## src/rtl/scan_chain_ctrl.sv

```systemverilog
// scan_chain_ctrl: loads a pattern into a scan chain, pulses one capture cycle, and unloads the response.
// Optional SCAN_CMP_EN macro adds a registered response != expected flag.
module scan_chain_ctrl #(
  parameter int CHAIN_LEN = 8
) (
  input  logic                 clk,
  input  logic                 rst,
  input  logic                 start,
  input  logic [CHAIN_LEN-1:0] pattern,
  input  logic [CHAIN_LEN-1:0] expected,
  input  logic                 scan_out,
  output logic                 scan_en,
  output logic                 scan_in,
  output logic                 busy,
  output logic                 done,
  output logic [CHAIN_LEN-1:0] response,
  output logic                 mismatch
);
  localparam int CNT_W = $clog2(CHAIN_LEN + 1);
  localparam logic [CNT_W-1:0] LAST = CNT_W'(CHAIN_LEN - 1);
  typedef enum logic [2:0] {IDLE, SHIFT, CAPTURE, UNLOAD, DONE} state_t;
  state_t state, state_nxt;
  logic [CHAIN_LEN-1:0] sreg, rsp, rsp_nxt;
  logic [CNT_W-1:0] cnt;
  logic last;
  assign last = cnt == LAST;
  // Truncating cast keeps CHAIN_LEN=1 free of special cases.
  assign rsp_nxt = CHAIN_LEN'({rsp, scan_out});
  always_ff @(posedge clk)
    if (rst) state <= IDLE;
    else state <= state_nxt;
  always_comb begin
    state_nxt = state;
    case (state)
      IDLE:    state_nxt = start ? SHIFT : IDLE;
      SHIFT:   state_nxt = last ? CAPTURE : SHIFT;
      CAPTURE: state_nxt = UNLOAD;
      UNLOAD:  state_nxt = last ? DONE : UNLOAD;
      default: state_nxt = IDLE;
    endcase
  end
  always_comb begin
    scan_en = state == SHIFT || state == UNLOAD;
    scan_in = state == SHIFT && sreg[CHAIN_LEN-1];
    busy    = state == SHIFT || state == CAPTURE || state == UNLOAD;
    done    = state == DONE;
  end
  always_ff @(posedge clk)
    if (rst) begin
      sreg     <= '0;
      rsp      <= '0;
      cnt      <= '0;
      response <= '0;
    end else begin
      cnt <= (state == SHIFT || state == UNLOAD) && !last ? cnt + 1'b1 : '0;
      if (state == IDLE && start) sreg <= pattern;
      else if (state == SHIFT) sreg <= sreg << 1;
      if (state == UNLOAD) rsp <= rsp_nxt;
      if (state == UNLOAD && last) response <= rsp_nxt;
    end
`ifdef SCAN_CMP_EN
  always_ff @(posedge clk)
    if (rst) mismatch <= 1'b0;
    else if (state == UNLOAD && last) mismatch <= rsp_nxt != expected;
`else
  logic unused_expected;
  assign unused_expected = ^expected;
  assign mismatch = 1'b0;
`endif
endmodule

```

## config.mk

```make
export PLATFORM = sky130hd
export DESIGN_NAME = scan_chain_ctrl
export DESIGN_NICKNAME = d
export VERILOG_FILES = /design/src/rtl/scan_chain_ctrl.sv
export SDC_FILE = /design/constraint.sdc
export NUM_CORES = 1
export LEC_CHECK = 0
export CAP_MARGIN = 20
export CORE_UTILIZATION = 51
export CTS_BUF_LIST = sky130_fd_sc_hd__clkbuf_2 sky130_fd_sc_hd__clkbuf_4 sky130_fd_sc_hd__clkbuf_8
export CTS_CLUSTER_DIAMETER = 200
export DETAILED_ROUTE_END_ITERATION = 7
export HOLD_SLACK_MARGIN = 0.06
export PLACE_DENSITY = 0.86
export SYNTH_ARGS = -nofsm -noshare
export SYNTH_HDL_FRONTEND = slang
export SYNTH_SLANG_ARGS = --single-unit
```

## constraint.sdc

```tcl
create_clock -name clk -period 1.6 [get_ports clk]
set_input_delay 0.32 -clock clk [delete_from_list [all_inputs] [get_ports clk]]
set_output_delay 0.32 -clock clk [all_outputs]
set_load 0.005 [all_outputs]
```

==> After elaboration in Yosys (flattened, before gate mapping) <==
Cells that the tools add are included.
{ "word_totals": {"ff_bits": 30, "input_bits": 20, "out_inout_bits": 13, "wordCells": 29} }
{ "op_classes": {"addsub": 1, "eq_ne": 5, "n_mux": 6, "bitwise": 1, "n_reduce_logical": 11} }
{ "op_table": {"columns": ["op", "n"], "rows": [
  ["two-way mux 8 bit", 2],
  ["one-hot mux 3 bit (4 select lines)", 1],
  ["equality test 3 x 2 -> 1 bit, second input constant", 2],
  ["adder 4 x 1 -> 4 bit, second input constant", 1],
  ["equality test 4 x 3 -> 1 bit, second input constant", 1],
  ["logical AND 1 bit", 4],
  ["equality test 3 x 1 -> 1 bit, second input constant", 1],
  ["equality test 3 bit, second input constant", 1],
  ["zero test 3 bit", 1],
  ["logical OR 1 bit", 3],
  ["two-way mux 3 bit", 1],
  ["two-way mux 2 bit", 1],
  ["nonzero test 2 bit", 1],
  ["OR reduction 2 bit", 1],
  ["zero test 1 bit", 1],
  ["two-way mux 1 bit", 1],
  ["inverter 1 bit", 1]
]} }

==> Longest topological paths before layout <==
{ "logic_depth": {"depth_word": 5, "depth_mapped": 5, "ltp_nobuf": 4} }

==> Least setup slack after synthesis <==
OpenSTA, ideal clock, no wires.
{ "synth_path": {"path_type": "register -> register", "from": "reg state[1]", "to": "reg sreg[6]", "setup_ns": 0.123, "arrival_time_ns": 1.201, "required_time_ns": 1.477, "setup_slack_ns": 0.277, "stages_incl_launch_ff": 6, "n_path_buf": 2, "period_less_slack_ns": 1.323, "cell_sequence": "dfxtp_1 -> buf_6 -> or4b_4 -> buf_6 -> nand3_2 -> a21oi_1"} }
{ "synth_via": {"elab_chain_cells": 3, "elab_cells_between_ends": 5, "classes_between": "1 x eq/ne; 1 x mux; 3 x reduce/logical"} }
{ "synth_lines": {"columns": ["element", "line", "rtl"], "rows": [
  ["from (decl)", "22", "state_t state, state_nxt;"],
  ["from (signal assigned)", "31", "else state <= state_nxt;"],
  ["zero test 3 bit", "56", "if (state == IDLE && start) sreg <= pattern;"],
  ["logical AND 1 bit", "56", null],
  ["two-way mux 8 bit or nonzero test 2 bit (tied branches)", null, null],
  ["to (signal assigned)", "56", null],
  ["to (signal assigned)", "57", "else if (state == SHIFT) sreg <= sreg << 1;"],
  ["to (decl)", "23", "logic [CHAIN_LEN-1:0] sreg, rsp, rsp_nxt;"]
]} }
Parallel ways exist; a longest one is shown, timed or not.
A chain may end at the register's enable or synchronous reset.

==> Worst setup path in the final report <==
{ "layout_path": {"from": "reg state[2]", "to": "out scan_in"} }
{ "layout_via": {"elab_chain_cells": 2} }
{ "layout_lines": {"columns": ["element", "line", "rtl"], "rows": [
  ["equality test 3 x 1 -> 1 bit", "44", "scan_in = state == SHIFT && sreg[CHAIN_LEN-1];"],
  ["logical AND 1 bit", "44", null],
  ["to (decl)", "13", "output logic scan_in,"]
]} }
Every way passes these cells.

==> flow_metrics.tcl <==
set metrics [dict create \
    outcome "finished, final reports clean" \
    synth_fp_nets 158 \
    cts_tree "done" \
    hold_start "sreg[7]$_SDFFE_PP0P_" \
    rsz0062_at_grt "yes" \
    place_congestion 0.7146 \
    syn_area_um2 1386 \
    synth_top_area_share_pct 43.32 \
    cpLargestDelayFamily "flip-flops" \
    cts-root-buf "clkbuf_4" \
    insertion_delay_ns 0.33 \
    ys_seq_area_share_pct 43.32 \
    portBuffers 23 \
    nets 188 \
    drt_wl_total_mm 2.759 \
    muxShareOfSynthArea_pct 10.83 \
    final_common_cell "dfxtp_1" \
    fin_crit_sh_pct 97.88 \
    finalPower_mw 1.412 \
    grt_pass1_vias 926 \
    dieArea_um2 2931 \
    busiest_layer "met2" \
    fin_ws_ns 0.03398 \
    via_per_inst 5.283 \
    synth_top_family_by_area "simple AND/OR/NAND/NOR gates" \
    gr-total-overflow 0 \
    worst_hold_path.endpoint "sreg[7]$_SDFFE_PP0P_" \
    grt_pass1_wl_mm 4.105 \
    avgRoutedWirePerCell_um 13.93 \
    antenna_left 0 \
    grt_util_met1_pct 23.06 \
    synthXorXnorAreaFrac_pct 1.895 \
    finalSetupTns_ns 0 \
    initial_core_util_pct 54.96 \
    placed_cell_area_um2 1625 \
    max_freq_mhz 638.6 \
    hold_depth 2 \
    clock-skew-final_ns 0.008262 \
    grt_max_degree 35 \
    yosys_warnings 0 \
    cts.htree.levels 2 \
    crit_buf_inv 2 \
    drt_pass1_iterations 5 \
    power_density_nw_per_um2 807.7 \
    synth_compound_area_share_pct 7.491 \
    layout_common_cells "dfxtp_1, clkdlybuf4s50_1, nand2b_1, mux2i_1, nor2_1" \
    slowest_stage "dfxtp_4" \
    cp_slowest_stage_delay_ns 0.37 \
    cp_cell_sequence "buf_6, nor3b_4, and2_1, buf_2" \
    clock-sinks 30 \
    worstPathArrival_ns 1.25 \
    cts_max_path_buffers 2 \
    drtIter0Drc 28 \
    synth-simple-area-share_pct 27.71 \
    drc 0 \
    ys_top_cells_by_area "dfxtp_1, mux2i_1, nand2b_1" \
    cp_num_cells 4 \
    vias 1046 \
    reg2reg_from "state[1]$_SDFF_PP0_" \
    diodes 0 \
    period_minus_slack_ns 1.566 \
    rows 18 \
    grt_use_met3_pct 7.910 \
    ff2ff_setup_slack_ns 0.08 \
    finalSetupViolCount 0 \
    vdd.ir_drop.worst_mv 0.5706 \
    grtUsageMet2_pct 34.55 \
    die_w_um 54.14 \
    dp_slack_ns -0.1081 \
    critPathMaxFanout 3 \
    hold_path.class "register to register" \
    track_usage_pct 20.48 \
    crit_required_ns 1.28 \
    syn_area_per_cell_um2 10.12 \
    r2r_end "sreg[3]$_SDFFE_PP0P_" \
    cts_buffers 5 \
    synth-seq-cells 30 \
    dp.final_hpwl_mm 1.763 \
    drv_slew 0 \
    worstSetupPathType "register to output pin" \
    synth_cell_types 33 \
    die_y_um 54.14 \
    endpoint_kind "output pin" \
    postLayoutCellArea_um2 1748 \
    synthToLayoutAreaGrowth_pct 26.08 \
    r2r_cells 5 \
    synth_cells 137 \
    drive_above_1_share_pct 22.62 \
    power.leakage_nw 0.7187 \
    start_kind "register" \
    yosys.area.top_type "dfxtp_1" \
    coreArea_um2 2522 \
    io_pins 33 \
    path_clk_slew_ns 0.10 \
    synth_fa_ha_area_share_pct 0.9025 \
    antenna_found_initial 0 \
    hold_viol 0 \
    cap_violations 0 \
]
-- metal layers --
metal / routed length [um] / part of all wire [%]
met2: 1394 / 51
met1: 1213 / 44
met3: 123 / 4.5
met5: 0 / 0
met4: 28 / 1.0
-- kinds of logic (layout without fill, tap and decap cells) --
group / Yosys count / count (layout)
XOR/XNOR: 3 / 3
AND/OR/NAND/NOR: 59 / 59
other: 1 / 1
multiplexers: 15 / 15
buffers and inverters: 12 / 43
adder cells (fa/ha/maj): 1 / 1
flip-flops: 30 / 30
AO/OA/AOI/OAI: 16 / 16
-- synth_stat cells (all sizes together) --
cell type,count
nor3,2
xor2,2
or3b,1
clkbuf,6
mux2i,15
nor4b,1
a211oi,5
nor2,19
xnor2,1
o311a,1
inv,1
ha,1
a21oi,8
nor3b,2
and2,2
nand3,4
or4b,1
nand2,6
nor2b,1
buf,5
nand2b,16
a22oi,2
nand4b,1
dfxtp,30
nand3b,3
conb,1
-- registers in the layout, summed over array words and instances, names as in the netlist --
signal / cells
response: 8
sreg: 8
rsp: 7
cnt: 4
state: 3
-- through the flow --
step	util, %	instances	hold slack (ns)
2_1_floorplan	-	137	0.4175
3_3_place_gp	64.43	187	0.4276
3_5_place_dp	64.43	187	0.4483
4_1_cts	68.40	198	0.4653
5_1_grt	69.30	198	0.4862
6_report	69.30	198	0.4623
-- worst max-delay path by stage --
stage | start | slack (ns) | end
3_3_place_gp | start | -0.07 | sreg[6]$_SDFFE_PP0P_
2_1_floorplan | state[1]$_SDFF_PP0_ | 0.28 | sreg[6]$_SDFFE_PP0P_
5_1_grt | state[1]$_SDFF_PP0_ | -0.02 | scan_in
3_5_place_dp | start | -0.11 | sreg[5]$_SDFFE_PP0P_
4_1_cts | state[2]$_SDFF_PP0_ | -0.14 | scan_in
6_report | state[2]$_SDFF_PP0_ | 0.03 | scan_in
-- where the power goes --
part / leakage (nW) / switching [mW] / internal [mW]
Combinational: 0.439 / 0.0665 / 0.0828
Sequential: 0.245 / 0.0142 / 0.764
Clock: 0.0343 / 0.273 / 0.211
Total: 0.719 / 0.354 / 1.06
-- what timing repair did --
action,in CTS,in global routing
hold buffers,0,0
gates resized for setup,10,10
pin swaps,2,4
setup endpoints to repair,4,6
setup buffers,3,1
-- tightest hold or removal path, cell delays in order, from the launching register on --
cell and delay, ns:
dfxtp_1 0.33, nand3_2 0.05, a21oi_1 0.05
-- area by class of cell --
cell class / count / area, um^2
well taps: 30 / 37.54
fillers: 173 / 774.5
clock buffers: 6 / 51.30
inverters: 1 / 3.754
repair buffers: 34 / 331.6
clock inverters: 2 / 12.51
multi-input cells: 95 / 701.9
flip-flops and latches: 30 / 609.3
(Power assumes the default switching activity.)
